$ cat src/rtl/hdmi_tx_cfg_seq.sv
// Walks a ROM table of 3-byte I2C writes onto the HDMI transmitter (open-drain master), re-run on hot-plug.
// Entry takes 2 fetch cycles + 116 ticks of CLK_DIV clocks; no clock stretching, a NACK aborts the walk after STOP.
module hdmi_tx_cfg_seq #(
    parameter int CLK_DIV     = 250,
    parameter int ADDR_WIDTH  = 6,
    parameter int NUM_ENTRIES = 32
) (
    input  logic                  clk,
    input  logic                  rst,
    input  logic                  start,
    input  logic                  hdmi_intn,
    output logic [ADDR_WIDTH-1:0] cfg_addr,
    input  logic [23:0]           cfg_data,
    output logic                  scl_t,
    output logic                  sda_t,
    input  logic                  sda_i,
    output logic                  busy,
    output logic                  done,
    output logic                  error,
    output logic [ADDR_WIDTH-1:0] err_index
);

    typedef enum logic [3:0] {
        S_IDLE, S_FETCH, S_START, S_BIT, S_STOP, S_NEXT, S_FINISH, S_ERROR
    } state_t;

    localparam int DIV_W = $clog2(CLK_DIV + 1);
    localparam logic [DIV_W-1:0]    DIV_LAST = DIV_W'(CLK_DIV - 1);
    localparam logic [ADDR_WIDTH:0] IDX_LAST = (ADDR_WIDTH + 1)'(NUM_ENTRIES);

    state_t                state, state_nxt;
    logic [DIV_W-1:0]      div_cnt;
    logic                  tick;
    logic                  bus_phase;
    logic [1:0]            qtr;
    logic [4:0]            slot;
    logic [26:0]           shreg;
    logic                  nack;
    logic [ADDR_WIDTH:0]   index;
    logic                  fetch_wait;
    logic                  pending;
    logic [2:0]            intn_sync;
    logic                  trig;
    logic                  req;
    logic                  ack_slot;
    logic                  slot_end;

    assign trig      = intn_sync[2] & ~intn_sync[1];
    assign req       = start | trig;
    assign bus_phase = (state == S_START) || (state == S_BIT) || (state == S_STOP);
    assign tick      = bus_phase && (div_cnt == DIV_LAST);
    assign slot_end  = tick && (qtr == 2'd3);
    assign ack_slot  = (slot == 5'd8) || (slot == 5'd17) || (slot == 5'd26);
    assign cfg_addr  = index[ADDR_WIDTH-1:0];

    // Divider restarts with every START so each entry's bus phase is exactly 116 ticks.
    always_ff @(posedge clk) begin
        if (rst || !bus_phase || tick) begin
            div_cnt <= '0;
        end else begin
            div_cnt <= div_cnt + DIV_W'(1);
        end
    end

    always_ff @(posedge clk) begin
        if (rst) begin
            state <= S_IDLE;
        end else begin
            state <= state_nxt;
        end
    end

    always_comb begin
        state_nxt = state;
        case (state)
            S_IDLE:   if (req || pending) state_nxt = S_FETCH;
            S_FETCH: begin
                if (fetch_wait) begin
                    if (index == IDX_LAST || cfg_data[23:16] == 8'hFF) state_nxt = S_FINISH;
                    else                                               state_nxt = S_START;
                end
            end
            S_START:  if (slot_end) state_nxt = S_BIT;
            S_BIT:    if (slot_end && slot == 5'd26) state_nxt = S_STOP;
            S_STOP:   if (slot_end) state_nxt = nack ? S_ERROR : S_NEXT;
            S_NEXT:   state_nxt = S_FETCH;
            S_FINISH: state_nxt = S_IDLE;
            S_ERROR:  state_nxt = S_IDLE;
            default:  state_nxt = S_IDLE;
        endcase
    end

    always_ff @(posedge clk) begin
        if (rst) begin
            scl_t      <= 1'b1;
            sda_t      <= 1'b1;
            busy       <= 1'b0;
            done       <= 1'b0;
            error      <= 1'b0;
            err_index  <= '0;
            pending    <= 1'b0;
            index      <= '0;
            fetch_wait <= 1'b0;
            qtr        <= '0;
            slot       <= '0;
            shreg      <= '1;
            nack       <= 1'b0;
            intn_sync  <= '1;
        end else begin
            intn_sync <= {intn_sync[1:0], hdmi_intn};
            if (req && state != S_IDLE) pending <= 1'b1;
            if (tick) qtr <= qtr + 2'd1;
            case (state)
                S_IDLE: begin
                    if (req || pending) begin
                        busy       <= 1'b1;
                        done       <= 1'b0;
                        error      <= 1'b0;
                        pending    <= 1'b0;
                        index      <= '0;
                        fetch_wait <= 1'b0;
                    end
                end
                S_FETCH: begin
                    fetch_wait <= 1'b1;
                    if (fetch_wait) begin
                        // Ack positions carry 1 so the shifter releases SDA for the slave.
                        shreg <= {cfg_data[23:16], 1'b1, cfg_data[15:8], 1'b1, cfg_data[7:0], 1'b1};
                        qtr   <= '0;
                        slot  <= '0;
                        nack  <= 1'b0;
                    end
                end
                S_START: begin
                    if (tick) begin
                        case (qtr)
                            2'd0:    begin scl_t <= 1'b1; sda_t <= 1'b1; end
                            2'd2:    sda_t <= 1'b0;
                            2'd3:    scl_t <= 1'b0;
                            default: ;
                        endcase
                    end
                end
                S_BIT: begin
                    if (tick) begin
                        case (qtr)
                            2'd0:    sda_t <= shreg[26];
                            2'd1:    scl_t <= 1'b1;
                            2'd2:    if (ack_slot) nack <= nack | sda_i;
                            default: begin
                                scl_t <= 1'b0;
                                shreg <= {shreg[25:0], 1'b1};
                                slot  <= slot + 5'd1;
                            end
                        endcase
                    end
                end
                S_STOP: begin
                    if (tick) begin
                        case (qtr)
                            2'd0:    sda_t <= 1'b0;
                            2'd1:    scl_t <= 1'b1;
                            2'd3:    sda_t <= 1'b1;
                            default: ;
                        endcase
                    end
                end
                S_NEXT: begin
                    index      <= index + (ADDR_WIDTH + 1)'(1);
                    fetch_wait <= 1'b0;
                end
                S_FINISH: begin
                    busy <= 1'b0;
                    done <= 1'b1;
                end
                S_ERROR: begin
                    busy      <= 1'b0;
                    error     <= 1'b1;
                    err_index <= index[ADDR_WIDTH-1:0];
                end
                default: ;
            endcase
        end
    end

endmodule
$ cat config.mk
export PLATFORM = sky130hd
export DESIGN_NAME = hdmi_tx_cfg_seq
export DESIGN_NICKNAME = d
export VERILOG_FILES = /design/src/rtl/hdmi_tx_cfg_seq.sv
export SDC_FILE = /design/constraint.sdc
export NUM_CORES = 1
export LEC_CHECK = 0
export BUFFER_PORTS_ARGS = -buffer_cell sky130_fd_sc_hd__buf_2
export CORE_MARGIN = 1.5
export CORE_UTILIZATION = 40
export CTS_CLUSTER_DIAMETER = 120
export DETAILED_ROUTE_END_ITERATION = 10
export PLACE_DENSITY = 0.67
export SLEW_MARGIN = 20
export SYNTH_ARGS = -nofsm -noshare
export SYNTH_HDL_FRONTEND = slang
export SYNTH_SLANG_ARGS = --single-unit
$ cat constraint.sdc
create_clock -name clk -period 2.15 [get_ports clk]
set_input_delay 0.3225 -clock clk [delete_from_list [all_inputs] [get_ports clk]]
set_output_delay 0.3225 -clock clk [all_outputs]
set_load 0.02 [all_outputs]
==> results.py <==
metrics = {
    "run_status": {
        "status": "finished clean",
    },
    "critical_path": {
        "crit_path_start_kind": "register",
        "arrival_ps": 2250,
        "worstSetupEndpointType": "register",
        "worstPathMaxFanout": 26,
        "worst-r2r-cell-count": 4,
        "worstSetupPathType": "register to register",
        "cp.required_ps": 2430,
    },
    "placed_design": {
        "place.gp.congestion": 0.825,
        "place_area_mm2": 0.00397,
        "io_buffer_count": 45,
        "dpl.hpwl_um": 5290,
    },
    "timing": {
        "max-slew-margin-rel_pct": 33.1,
        "finalMaxSlewViolations": 0,
        "setup-violations-final": 0,
        "tns_ps": 0,
        "finalHoldViolCount": 0,
        "tightest_slew_ps": 997,
        "hold_ws_ps": 180,
        "fin_crit_sh_pct": 91.5,
        "finClkSkew_ps": 6.45,
        "clock.fmax_ghz": 0.508,
        "period_minus_slack_ps": 1970,
        "rsz0062_at_grt": "no",
    },
    "synth": {
        "yosys.area_share.adder_pct": 4.46,
        "ys_warn_count": 0,
        "synth_top_family_by_area": "simple AND/OR/NAND/NOR gates",
        "synth_flop_cell": "dfxtp_1",
        "synthSimpleGateAreaFrac_pct": 24.7,
        "synth_mux_area_share_pct": 2.20,
        "synth_xor_xnor_area_share_pct": 2.64,
        "async_flop_share_pct": 0,
        "synth_edf_count": 0,
        "yosysUniqueCellTypes": 62,
        "synth-compound-area-share_pct": 21.2,
        "syn-cell-area_mm2": 0.00364,
        "syn_nets": 447,
        "syn-instance-count": 405,
        "ys_seq_area_share_pct": 37.4,
        "ys_ff_latch": 68,
        "avgSynthCellArea_um2": 9.00,
    },
    "global_routing": {
        "grt_overflow": 0,
        "track_usage_pct": 15.7,
        "grt_pass1_wl_um": 12400,
        "antenna_found_initial": 0,
        "grt_max_degree": 59,
        "grt_pass1_vias": 2722,
    },
    "route": {
        "met3_length_um": 251,
        "dr.pass1.iters": 5,
        "via_count": 2982,
        "wirelength_um": 7520,
        "avgViaCountPerCell": 5.34,
        "topRoutingLayerUsed": "met4",
        "met1Wirelength_um": 3670,
        "ant_nets": 0,
        "drt_iter0_markers": 102,
        "drcViolationCount": 0,
        "wl_per_cell_um": 13.5,
        "met2RoutedLength_um": 3440,
    },
    "final_layout": {
        "nets": 488,
        "diodes": 0,
        "syn2layout_area_growth_pct": 14.0,
        "fillers": 862,
        "fin_area_mm2": 0.00415,
        "layout-drive-gt1-share_pct": 26.4,
    },
    "floorplan": {
        "die_area_mm2": 0.00969,
        "row_count": 34,
        "start_util_pct": 41.6,
        "core_mm2": 0.00876,
        "die_h_um": 98.4,
        "io-pin-count": 46,
        "die_x_um": 98.4,
    },
    "clock_tree": {
        "clock_path_buffers": 2,
        "cts_root_buf": "clkbuf_8",
        "htreeDepth": 3,
        "clkLatencyLatePin_ps": 340,
        "cts.sinks": 68,
        "clk_pin_slew_ps": 70,
        "cts_setup_buffers": 0,
        "cts_resized": 0,
        "postCtsHoldBufs": 0,
        "cts_tree": "yes",
        "cts_buffers": 9,
    },
    "run": {
        "drv_cap": 0,
    },
    "worst_hold_path": {
        "hp-class": "input port to register",
        "holdPathStages": 2,
    },
    "power": {
        "vdd_drop_max_uv": 301,
        "power_uw": 3240,
        "p_per_area_mw_per_mm2": 780,
        "p_leak_uw": 0.00160,
    },
}
[worst max-delay path, stage by stage (launching register included)]
cell,delay [ps]
dfxtp_1,420
buf_12,190
and3b_1,800
a211oi_1,300
a21oi_2,190
[synthesized netlist by cell type (all sizes together), types with 2 or more instances]
master  count  area, um2
ha         13        163
dfxtp      68       1360
and2       23        144
nor3b       2       26.3
and3b       2       17.5
and3        2       13.8
xnor2       7       61.3
nor3       32        160
or3         2       12.5
nor2b       3       18.8
or4         2       15.0
o21ai       5       28.8
nand3b      5       62.6
inv        13       48.8
nor4        3       18.8
a211o       3       26.3
xor2        4       35.0
a211oi     29        230
nor2       40        153
clkbuf     12       48.8
or2         3       18.8
o32ai       2       25.0
nand4       4       40.0
a21oi      46        324
nand2b      6       37.5
nand3      12       60.1
mux2i       8       80.1
nand4b      2       23.8
nand2      12       45.0
buf        22        175
[sequential cells by signal, indices dropped and copies added, names as in the netlist, 2 cells and up]
name       flops
intn_sync      3
div_cnt        8
shreg         26
index          7
state          3
qtr            2
slot           5
err_index      6
[where the power goes]
group          switching [uW]  internal (uW)  total (uW)
registers                62.4           1340        1410
clock network             472            470         943
logic                     521            372         894
[layer usage]
layer | up-vias | GRT usage (%)
met5 | - | 0
met4 | 0 | 5.85
met3 | 17 | 4.82
met2 | 49 | 26.0
met1 | 1391 | 19.3
li1 | 1525 | -
[cells by family (layout without fill, tap and decap cells)]
logic type,count (synthesis),in the layout
multiplexers,8,8
adder cells (fa/ha/maj),13,13
XOR/XNOR,11,11
flip-flops,68,68
AND/OR/NAND/NOR,158,158
AO/OA/AOI/OAI,100,101
buffers and inverters,47,91
[cell usage in the layout (no fill, tap or decap), types with 3 or more instances in the layout]
cell | netlist | layout
dfxtp_1 | 68 | 68
buf_2 | 5 | 45
nor2_1 | 39 | 39
nor3_1 | 32 | 32
a211oi_1 | 28 | 28
a21oi_2 | 25 | 25
a21oi_1 | 21 | 21
and2_1 | 19 | 19
buf_4 | 11 | 14
inv_1 | 13 | 13
ha_1 | 13 | 13
nand3_1 | 12 | 12
nand2_1 | 12 | 12
clkbuf_8 | 0 | 11
mux2i_1 | 8 | 8
xnor2_1 | 7 | 7
nand2b_1 | 6 | 6
and2_0 | 4 | 4
o21ai_0 | 4 | 4
xor2_1 | 4 | 4
buf_12 | 0 | 4
nand3b_1 | 3 | 3
nor2b_1 | 3 | 3
nand4_1 | 3 | 3
a211o_1 | 3 | 3
nor4_1 | 3 | 3
or2_2 | 3 | 3
[final cells by class]
cell class              instances  area, um2  share of cell area (%)
clock buffers                  11        151                    3.64
clock inverters                 4       25.0                   0.602
inverters                      13       48.8                    1.17
multi-input cells             291       2020                    48.7
flip-flops and latches         68       1360                    32.8
well taps                     108        135                    3.25
repair buffers                 63        410                    9.88
[worst paths after layout]
| path | from | endpoint | slack (ps) |
|---|---|---|---|
| max | state[1] | shreg[21] | 180 |
| min reg2reg | intn_sync[0] | intn_sync[1] | 410 |
| max reg2reg | state[1] | shreg[21] | 180 |
| min | hdmi_intn | intn_sync[0] | 180 |
[through the flow]
stage	utilization [%]	cells	worst slack [ps]
final	47.4	558	182
after global routing	47.4	558	63.3
after CTS	47.3	557	24.5
after detailed placement	45.2	542	46.9
after global placement	45.2	542	106
after floorplan	-	405	637
Note: power is estimated with default switching activity, not from simulation.
